--- src/rtl/sc_backgctrl_scheduler.sv ---
// Sequencer for the 8-bit background-type shift register: clear/load/rotate/transition strobes.
// Optional macro SC_BACKGCTRL_PAUSE_EN: pause_In freezes the RUN prescaler and shift count.
module sc_backgctrl_scheduler #(
  parameter int DATAWIDTH      = 8,
  parameter int BASE_PERIOD    = 25000000,
  parameter int CNT_WIDTH      = 26,
  parameter int SHIFTS_PER_DIR = 8,
  parameter int TRANS_CYCLES   = 4
) (
  input  logic                 SC_BACKGCTRL_CLOCK_50,
  input  logic                 SC_BACKGCTRL_RESET_InLow,
  input  logic                 SC_BACKGCTRL_start_InLow,
  input  logic                 SC_BACKGCTRL_stop_InLow,
  input  logic                 SC_BACKGCTRL_pause_In,
  input  logic [1:0]           SC_BACKGCTRL_level_InBUS,
  input  logic [DATAWIDTH-1:0] SC_BACKGCTRL_pattern_InBUS,
  output logic                 SC_BACKGCTRL_clear_OutLow,
  output logic                 SC_BACKGCTRL_load_OutLow,
  output logic [1:0]           SC_BACKGCTRL_shiftselection_OutBUS,
  output logic                 SC_BACKGCTRL_transition_Out,
  output logic [DATAWIDTH-1:0] SC_BACKGCTRL_transitionDATA_OutBUS,
  output logic                 SC_BACKGCTRL_busy_Out,
  output logic [2:0]           SC_BACKGCTRL_state_OutBUS
);
  localparam int SW = (SHIFTS_PER_DIR > 1) ? $clog2(SHIFTS_PER_DIR) : 1;
  localparam int TW = (TRANS_CYCLES > 1) ? $clog2(TRANS_CYCLES) : 1;

  typedef enum logic [2:0] {IDLE = 3'd0, CLEAR = 3'd1, LOAD = 3'd2, RUN = 3'd3, TRANS = 3'd4} state_t;

  state_t               stateQ, stateD;
  logic [CNT_WIDTH-1:0] preCntQ, preCntD, periodM1;
  logic [CNT_WIDTH:0]   periodRaw;
  logic [SW-1:0]        shiftCntQ, shiftCntD;
  logic [TW-1:0]        transCntQ, transCntD;
  logic                 dirQ, dirD;
  logic [1:0]           levelQ, levelD;
  logic                 clearQ, loadQ, transQ, busyQ;
  logic [1:0]           shiftQ, shiftD;
  logic [DATAWIDTH-1:0] transDataQ, transDataD;
  logic                 pauseActive;
  logic [1:0]           rstPipe;
  logic                 rstN;

  // Assert immediately, release on a clock edge.
  always_ff @(posedge SC_BACKGCTRL_CLOCK_50 or negedge SC_BACKGCTRL_RESET_InLow)
    if (!SC_BACKGCTRL_RESET_InLow) rstPipe <= 2'b00;
    else                           rstPipe <= {rstPipe[0], 1'b1};
  assign rstN = rstPipe[1];

`ifdef SC_BACKGCTRL_PAUSE_EN
  assign pauseActive = SC_BACKGCTRL_pause_In;
`else
  logic unusedPause;
  assign unusedPause = SC_BACKGCTRL_pause_In;
  assign pauseActive = 1'b0;
`endif

  // Period shrinks by 2x per level, never below 2 cycles.
  assign periodRaw = (CNT_WIDTH+1)'(BASE_PERIOD) >> levelQ;
  assign periodM1  = (periodRaw < (CNT_WIDTH+1)'(2)) ? CNT_WIDTH'(1) : CNT_WIDTH'(periodRaw - 1'b1);

  always_comb begin
    stateD    = stateQ;
    preCntD   = preCntQ;
    shiftCntD = shiftCntQ;
    transCntD = transCntQ;
    dirD      = dirQ;
    levelD    = levelQ;
    shiftD    = 2'b00;
    case (stateQ)
      IDLE:  if (!SC_BACKGCTRL_start_InLow) stateD = CLEAR;
      CLEAR: stateD = LOAD;
      LOAD: begin
        stateD    = RUN;
        levelD    = SC_BACKGCTRL_level_InBUS;
        preCntD   = '0;
        shiftCntD = '0;
        dirD      = 1'b0;
      end
      RUN: begin
        if (SC_BACKGCTRL_level_InBUS != levelQ) begin
          // Level change wins over a tick due this cycle.
          stateD    = TRANS;
          levelD    = SC_BACKGCTRL_level_InBUS;
          preCntD   = '0;
          shiftCntD = '0;
          transCntD = '0;
          dirD      = 1'b0;
        end else if (!pauseActive) begin
          if (preCntQ == periodM1) begin
            preCntD = '0;
            shiftD  = dirQ ? 2'b10 : 2'b01;
            if (shiftCntQ == SW'(SHIFTS_PER_DIR-1)) begin
              shiftCntD = '0;
              dirD      = ~dirQ;
            end else begin
              shiftCntD = shiftCntQ + 1'b1;
            end
          end else begin
            preCntD = preCntQ + 1'b1;
          end
        end
      end
      TRANS: begin
        if (transCntQ == TW'(TRANS_CYCLES-1)) stateD = RUN;
        else                                  transCntD = transCntQ + 1'b1;
      end
      default: stateD = IDLE;
    endcase
    if (stateQ != IDLE && !SC_BACKGCTRL_stop_InLow) begin
      stateD    = IDLE;
      shiftD    = 2'b00;
      preCntD   = '0;
      shiftCntD = '0;
      transCntD = '0;
      dirD      = 1'b0;
      levelD    = 2'd0;
    end
    // Data is captured on TRANS entry and held for the whole strobe.
    transDataD = '0;
    if (stateD == TRANS)
      transDataD = (stateQ == TRANS) ? transDataQ : SC_BACKGCTRL_pattern_InBUS;
  end

  always_ff @(posedge SC_BACKGCTRL_CLOCK_50 or negedge rstN) begin
    if (!rstN) begin
      stateQ     <= IDLE;
      preCntQ    <= '0;
      shiftCntQ  <= '0;
      transCntQ  <= '0;
      dirQ       <= 1'b0;
      levelQ     <= 2'd0;
      clearQ     <= 1'b1;
      loadQ      <= 1'b1;
      shiftQ     <= 2'b00;
      transQ     <= 1'b0;
      transDataQ <= '0;
      busyQ      <= 1'b0;
    end else begin
      stateQ     <= stateD;
      preCntQ    <= preCntD;
      shiftCntQ  <= shiftCntD;
      transCntQ  <= transCntD;
      dirQ       <= dirD;
      levelQ     <= levelD;
      clearQ     <= (stateD != CLEAR);
      loadQ      <= (stateD != LOAD);
      shiftQ     <= shiftD;
      transQ     <= (stateD == TRANS);
      transDataQ <= transDataD;
      busyQ      <= (stateD != IDLE);
    end
  end

  assign SC_BACKGCTRL_clear_OutLow          = clearQ;
  assign SC_BACKGCTRL_load_OutLow           = loadQ;
  assign SC_BACKGCTRL_shiftselection_OutBUS = shiftQ;
  assign SC_BACKGCTRL_transition_Out        = transQ;
  assign SC_BACKGCTRL_transitionDATA_OutBUS = transDataQ;
  assign SC_BACKGCTRL_busy_Out              = busyQ;
  assign SC_BACKGCTRL_state_OutBUS          = stateQ;
endmodule
--- config.mk ---
export PLATFORM = sky130hd
export DESIGN_NAME = sc_backgctrl_scheduler
export DESIGN_NICKNAME = d
export VERILOG_FILES = /design/src/rtl/sc_backgctrl_scheduler.sv
export SDC_FILE = /design/constraint.sdc
export NUM_CORES = 1
export LEC_CHECK = 0
export CAP_MARGIN = 20
export CORE_MARGIN = 5
export CORE_UTILIZATION = 25
export CTS_BUF_LIST = sky130_fd_sc_hd__clkbuf_2 sky130_fd_sc_hd__clkbuf_4 sky130_fd_sc_hd__clkbuf_8
export CTS_CLUSTER_SIZE = 14
export DETAILED_ROUTE_END_ITERATION = 8
export PLACE_DENSITY = 0.42
export SLEW_MARGIN = 20
export SYNTH_ARGS = -nofsm -noshare
export SYNTH_HDL_FRONTEND = slang
export SYNTH_SLANG_ARGS = --single-unit
export TNS_END_PERCENT = 20
--- constraint.sdc ---
create_clock -name SC_BACKGCTRL_CLOCK_50 -period 3 [get_ports SC_BACKGCTRL_CLOCK_50]
set_clock_uncertainty 0.05 [all_clocks]
set_input_delay 0.9 -clock SC_BACKGCTRL_CLOCK_50 [delete_from_list [all_inputs] [get_ports SC_BACKGCTRL_CLOCK_50]]
set_output_delay 0.9 -clock SC_BACKGCTRL_CLOCK_50 [all_outputs]
set_load 0.01 [all_outputs]
# Word-level counts from Yosys, hierarchy flattened
# Index checks and enable logic that the tools add are counted.
word_totals:
  ff_bits: 53
  latch_bits: 0
  mem_bits_rw: 0
  rom_bits: 0
  output_inout_bits: 17
  word_cells: 81
  n_memories: 0
op_classes:
  addsub: 4
  mul: 0
  div_mod_pow: 0
  order_cmp: 1
  eq_ne: 16
  shifts: 1
  n_mux: 34
  bitwise_logic: 1
  reduce_logical: 11
ops:
  columns: ["op", "count"]
  rows:
  - ["$mux 26", 4]
  - ["$pmux 26 s2", 1]
  - ["$lt 27x2->1 const B", 1]
  - ["$shr 25x2->27 const A", 1]
  - ["$add 26x1->26 const B", 1]
  - ["$eq 26x26->1", 1]
  - ["$sub 26x1->26 const B", 1]
  - ["$mux 3", 8]
  - ["$mux 2", 10]
  - ["$mux 8", 2]
  - ["$pmux 3 s5", 1]
  - ["$reduce_bool 3->1", 4]
  - ["$eq 3x3->1 const B", 3]
  - ["$ne 4x4->1 const B", 2]
  - ["$pmux 2 s2", 2]
  - ["$eq 3x2->1 const B", 2]
  - ["$ne 3x3->1 const B", 2]
  - ["$pmux 3 s2", 1]
  - ["$reduce_and 3->1", 2]
  - ["$mux 1", 4]
  - ["$reduce_and 2->1", 2]
  - ["$add 3x1->3 const B", 1]
  - ["$eq 3x1->1 const B", 1]
  - ["$logic_not 3->1", 1]
  - ["10 further kinds", 10]

# Longest topological paths before layout
# Gate-level depths: netlist of run 1.
logic_depth:
  ltp_word: 8
  depth_mapped: 10
  mapped_depth_nobuf: 7

# Worst setup path before layout of run 1
# Ideal clock, no wire load.
synth_path:
  path_type: "input port to flip-flop"
  startpoint: "in SC_BACKGCTRL_level_InBUS[1]"
  endpoint: "reg preCntQ[14]"
  setup_ns: 0.066
  arrival_ns: 2.140
  required_ns: 2.884
  setup_slack_ns: 0.743
  stages: 6
  n_path_buf: 1
  cell_sequence: "xor2_1 -> or3_1 -> clkbuf_1 -> a2111oi_0 -> a221o_1 -> a41o_1"
synth_between:
  elab_chain_cells: 4
synth_lines:
  columns: ["item", "line_no", "text"]
  rows:
  - ["from (decl)", "15", "input logic [1:0] SC_BACKGCTRL_level_InBUS,"]
  - ["$ne 2x2->1", "81", "if (SC_BACKGCTRL_level_InBUS != levelQ) begin"]
  - ["$mux 26", "81", null]
  - ["$pmux 26 s2", "70", "case (stateQ)"]
  - ["$mux 26", "110", "if (stateQ != IDLE && !SC_BACKGCTRL_stop_InLow) begin"]
  - ["to (signal assigned)", "141", "preCntQ <= preCntD;"]
  - ["to (decl)", "31", "logic [CNT_WIDTH-1:0] preCntQ, preCntD, periodM1;"]
# Every way passes these cells.
# A chain may end at the register's enable or synchronous reset.

# Worst setup path in the final report of run 1
layout_path:
  startpoint: "reg levelQ[1]"
  endpoint: "reg preCntQ[5]"
layout_between:
  elab_chain_cells: 8
layout_lines:
  columns: ["item", "line_no", "text"]
  rows:
  - ["from (decl)", "36", "logic [1:0] levelQ, levelD;"]
  - ["from (signal assigned)", "145", "levelQ <= levelD;"]
  - ["$shr 25x2->27", "59", "assign periodRaw = (CNT_WIDTH+1)'(BASE_PERIOD) >> levelQ;"]
  - ["$sub 26x1->26 or $lt 27x2->1 (tied branches)", "60", "assign periodM1 = (periodRaw < (CNT_WIDTH+1)'(2)) ? CNT_WIDTH'(1) : CNT_WIDTH'(periodRaw - 1'b1);"]
  - ["$mux 26", "60", null]
  - ["$eq 26x26->1", "90", "if (preCntQ == periodM1) begin"]
  - ["$mux 26", "90", null]
  - ["$mux 26 *", "81", null]
  - ["$pmux 26 s2 *", "70", null]
  - ["$mux 26 *", "110", null]
# Mark *: on every way between the ends. The rest lies on a longest branch, timed or not.

==> results of run 1 <==
[sequential cells by signal, indices dropped and copies added (netlist names), 2 cells and up]
name                                flops
shiftCntQ                               3
SC_BACKGCTRL_shiftselection_OutBUS      2
SC_BACKGCTRL_state_OutBUS               3
SC_BACKGCTRL_transitionDATA_OutBUS      8
levelQ                                  2
preCntQ                                26
transCntQ                               2
rstPipe                                 2
[worst paths after layout]
path                                                   endpoint  slack [ns]                     start
min reg2reg                         SC_BACKGCTRL_transition_Out        0.13                rstPipe[1]
min in group SC_BACKGCTRL_CLOCK_50                   rstPipe[1]        0.34                rstPipe[0]
max in group asynchronous                            rstPipe[1]        2.09  SC_BACKGCTRL_RESET_InLow
min                                 SC_BACKGCTRL_transition_Out        0.13                rstPipe[1]
max reg2reg                                          preCntQ[5]        0.34                 levelQ[1]
max                                                  preCntQ[5]        0.34                 levelQ[1]
[logic make-up (layout without fill, tap and decap cells)]
family | after synthesis | in the layout | synth area share
compound gates | 102 | 102 | 0.242
flops | 53 | 53 | 0.407
other cells | 1 | 1 | 0.00115
buf+inv | 39 | 68 | 0.0552
simple gates | 172 | 172 | 0.267
xor+xnor | 5 | 5 | 0.0134
fa+ha+maj | 4 | 4 | 0.0153
[critical path: stages (launching register included)]
cell      delay (ns)
dfrtp_1         0.64
or2b_1          0.27
a311o_1         0.38
and2_0          0.18
or4_4           0.57
o21ai_4         0.28
o311ai_1        0.14
[routing by layer]
layer,GRT usage,vias up
met2,0.187,54
met5,0,-
met3,0.0249,8
met4,0.0329,0
li1,-,1426
met1,0.170,1382
[power by group through the flow]
stage          clock [W]  sequential, W  combinational [W]
2_1_floorplan          0       0.000854           0.000381
3_3_place_gp           0       0.000892           0.000609
3_5_place_dp           0       0.000889           0.000613
4_1_cts         0.000481       0.000877           0.000615
5_1_grt         0.000504       0.000894           0.000680
6_report        0.000453       0.000879           0.000602
[cell type report]
class | instances | share of cell area
Tap cell | 172 | 0.0553
Multi-Input combinational cell | 284 | 0.453
Clock inverter | 2 | 0.00418
Sequential cell | 53 | 0.342
Clock buffer | 6 | 0.0196
Timing Repair Buffer | 47 | 0.113
Inverter | 13 | 0.0125
[through the flow]
| step | instance area (µm²) | instances | util |
|---|---|---|---|
| 2_1_floorplan | 3270 | 376 | - |
| 4_1_cts | 3890 | 577 | 0.306 |
| 3_3_place_gp | 3800 | 569 | 0.299 |
| 3_5_place_dp | 3800 | 569 | 0.299 |
| 5_1_grt | 3890 | 577 | 0.306 |
| 6_report | 3890 | 577 | 0.306 |
[cells in the final DEF (no fill, tap or decap), drive strengths merged, types with 3 or more instances in the layout]
cell | synthesis | routed
nand2 | 64 | 64
dfrtp | 51 | 51
clkdlybuf4s50 | 0 | 30
nor2 | 24 | 24
a21oi | 22 | 22
nand3 | 21 | 21
o21ai | 20 | 20
buf | 13 | 17
inv | 13 | 13
and2 | 13 | 13
nand4 | 11 | 11
o221ai | 11 | 11
nor3 | 9 | 9
and3 | 7 | 7
nand2b | 6 | 6
clkbuf | 13 | 6
o22ai | 5 | 5
a211o | 5 | 5
o211ai | 5 | 5
and4 | 4 | 4
o21a | 4 | 4
o31ai | 4 | 4
o311ai | 4 | 4
ha | 4 | 4
xnor2 | 3 | 3
a21boi | 3 | 3
nor4 | 3 | 3
==> flow_summary.json, run 1 <==
{
  "start_util": 0.257,
  "portBuffers": 30,
  "worstPathRequired_ns": 3.14,
  "status": "finished, final reports clean",
  "rsz0062_at_grt": "no",
  "ctsResizeCount": 0,
  "antenna_cells": 0,
  "p_comb_frac": 0.311,
  "firstDrtPassIters": 4,
  "tns_ns": 0,
  "grt_max_degree": 22,
  "whs_ns": 0.126,
  "ios": 32,
  "syn_inst": 376,
  "clk_pin_slew_worst_paths_ns": 0.11,
  "drtIter0Drc": 149,
  "synth_top_area_frac": 0.391,
  "synthTopCellsByArea": "dfrtp_1 39%, nand2_1 7.2%, o221ai_2 4.6%",
  "syn_area_per_cell_um2": 8.69,
  "grtUsageTotal": 0.120,
  "yosys_warnings": 0,
  "grt_overflow_total": 0,
  "synth_edf_count": 0,
  "seqPwrFrac": 0.455,
  "antenna_left": 0,
  "drive_above_1_share": 0.114,
  "setup_viol": 0,
  "synthTopCellsByCount": "63 x nand2_1, 51 x dfrtp_1, 23 x nor2_1",
  "pwr_density_cell_nw_per_um2": 497,
  "finalCritPeriodShare": 0.886,
  "worst-setup-path-type": "reg -> reg",
  "worstSetupStartpointType": "flip-flop",
  "rows": 41,
  "met1_length_mm": 4.41,
  "internal-power_w": 0.00120,
  "ys_types": 63,
  "synthFlopType": "dfrtp_1",
  "fill_cells": 1408,
  "p_leak_nw": 1.66,
  "die_width_um": 124,
  "cts_htree_levels": 2,
  "wl_met3_um": 442,
  "wl_mm": 8.90,
  "worstPathMaxFanout": 14,
  "synth_area_um2": 3270,
  "yosysMostFrequentCell": "nand2_1",
  "fmax_mhz": 376,
  "grt_pass1_wl_mm": 15.4,
  "die-height_um": 124,
  "end_kind": "flip-flop",
  "hpwl_mm": 6.40,
  "worst_pin_slew_ns": 0.530,
  "pwr-share-clk": 0.234,
  "cts_buffers": 5,
  "peakVddDrop_v": 0.000324,
  "yosys.area.top_type": "dfrtp_1",
  "cts_buffer_depth": 2,
  "synth_seq_area_share": 0.407,
  "clk_latency_ns": 0.33,
  "finalHoldViolations": 0,
  "syn_nets": 395,
  "fin_crit_ns": 2.66,
  "ys_ff_latch": 53,
  "dieArea_um2": 15500,
  "post_cts_buffers": 0,
  "wire_per_inst_um": 15.4,
  "pre_cts_ws_ns": 0.158,
  "holdCritPathClass": "reg -> async",
  "drc": 0,
  "finalMaxSlewViolations": 0,
  "core_area_um2": 12700,
  "vias": 2870,
  "async_reset_ff_frac": 1.00,
  "wl_met2_mm": 3.95,
  "root_buffer": "clkbuf_8",
  "maxCapViolations": 0,
  "critical_path_arrival_ns": 2.80,
  "ff_latch_area_um2": 1330,
  "power_w": 0.00193,
  "setup_ws_ns": 0.343,
  "layout.nets": 423,
  "area_delta_synth_final_pct": 19.1,
  "cts.sinks": 53,
  "highest_layer": "met4",
  "antenna_found_initial": 0,
  "grt_pass1_vias": 2965,
  "via_per_inst": 4.97,
  "r2r.worst_path.cells": 6,
  "place_congestion": 0.770,
  "cts_tree": "built",
  "cts_hold_buf": 0,
  "switching_share": 0.381,
  "max_slew_margin": 0.643,
  "p_sw_w": 0.000736,
  "multiInputGateArea_um2": 1760
}
Note: power is estimated with default switching activity, not from simulation.
==> run 2: changes to the inputs <==
--- a/config.mk
+++ b/config.mk
@@ -5,7 +5,6 @@
 export SDC_FILE = /design/constraint.sdc
 export NUM_CORES = 1
 export LEC_CHECK = 0
-export CAP_MARGIN = 20
 export CORE_MARGIN = 5
 export CORE_UTILIZATION = 25
 export CTS_BUF_LIST = sky130_fd_sc_hd__clkbuf_2 sky130_fd_sc_hd__clkbuf_4 sky130_fd_sc_hd__clkbuf_8
==> results of run 2 <==
The final DEF is identical to that of run 1; final timing and power are the same.
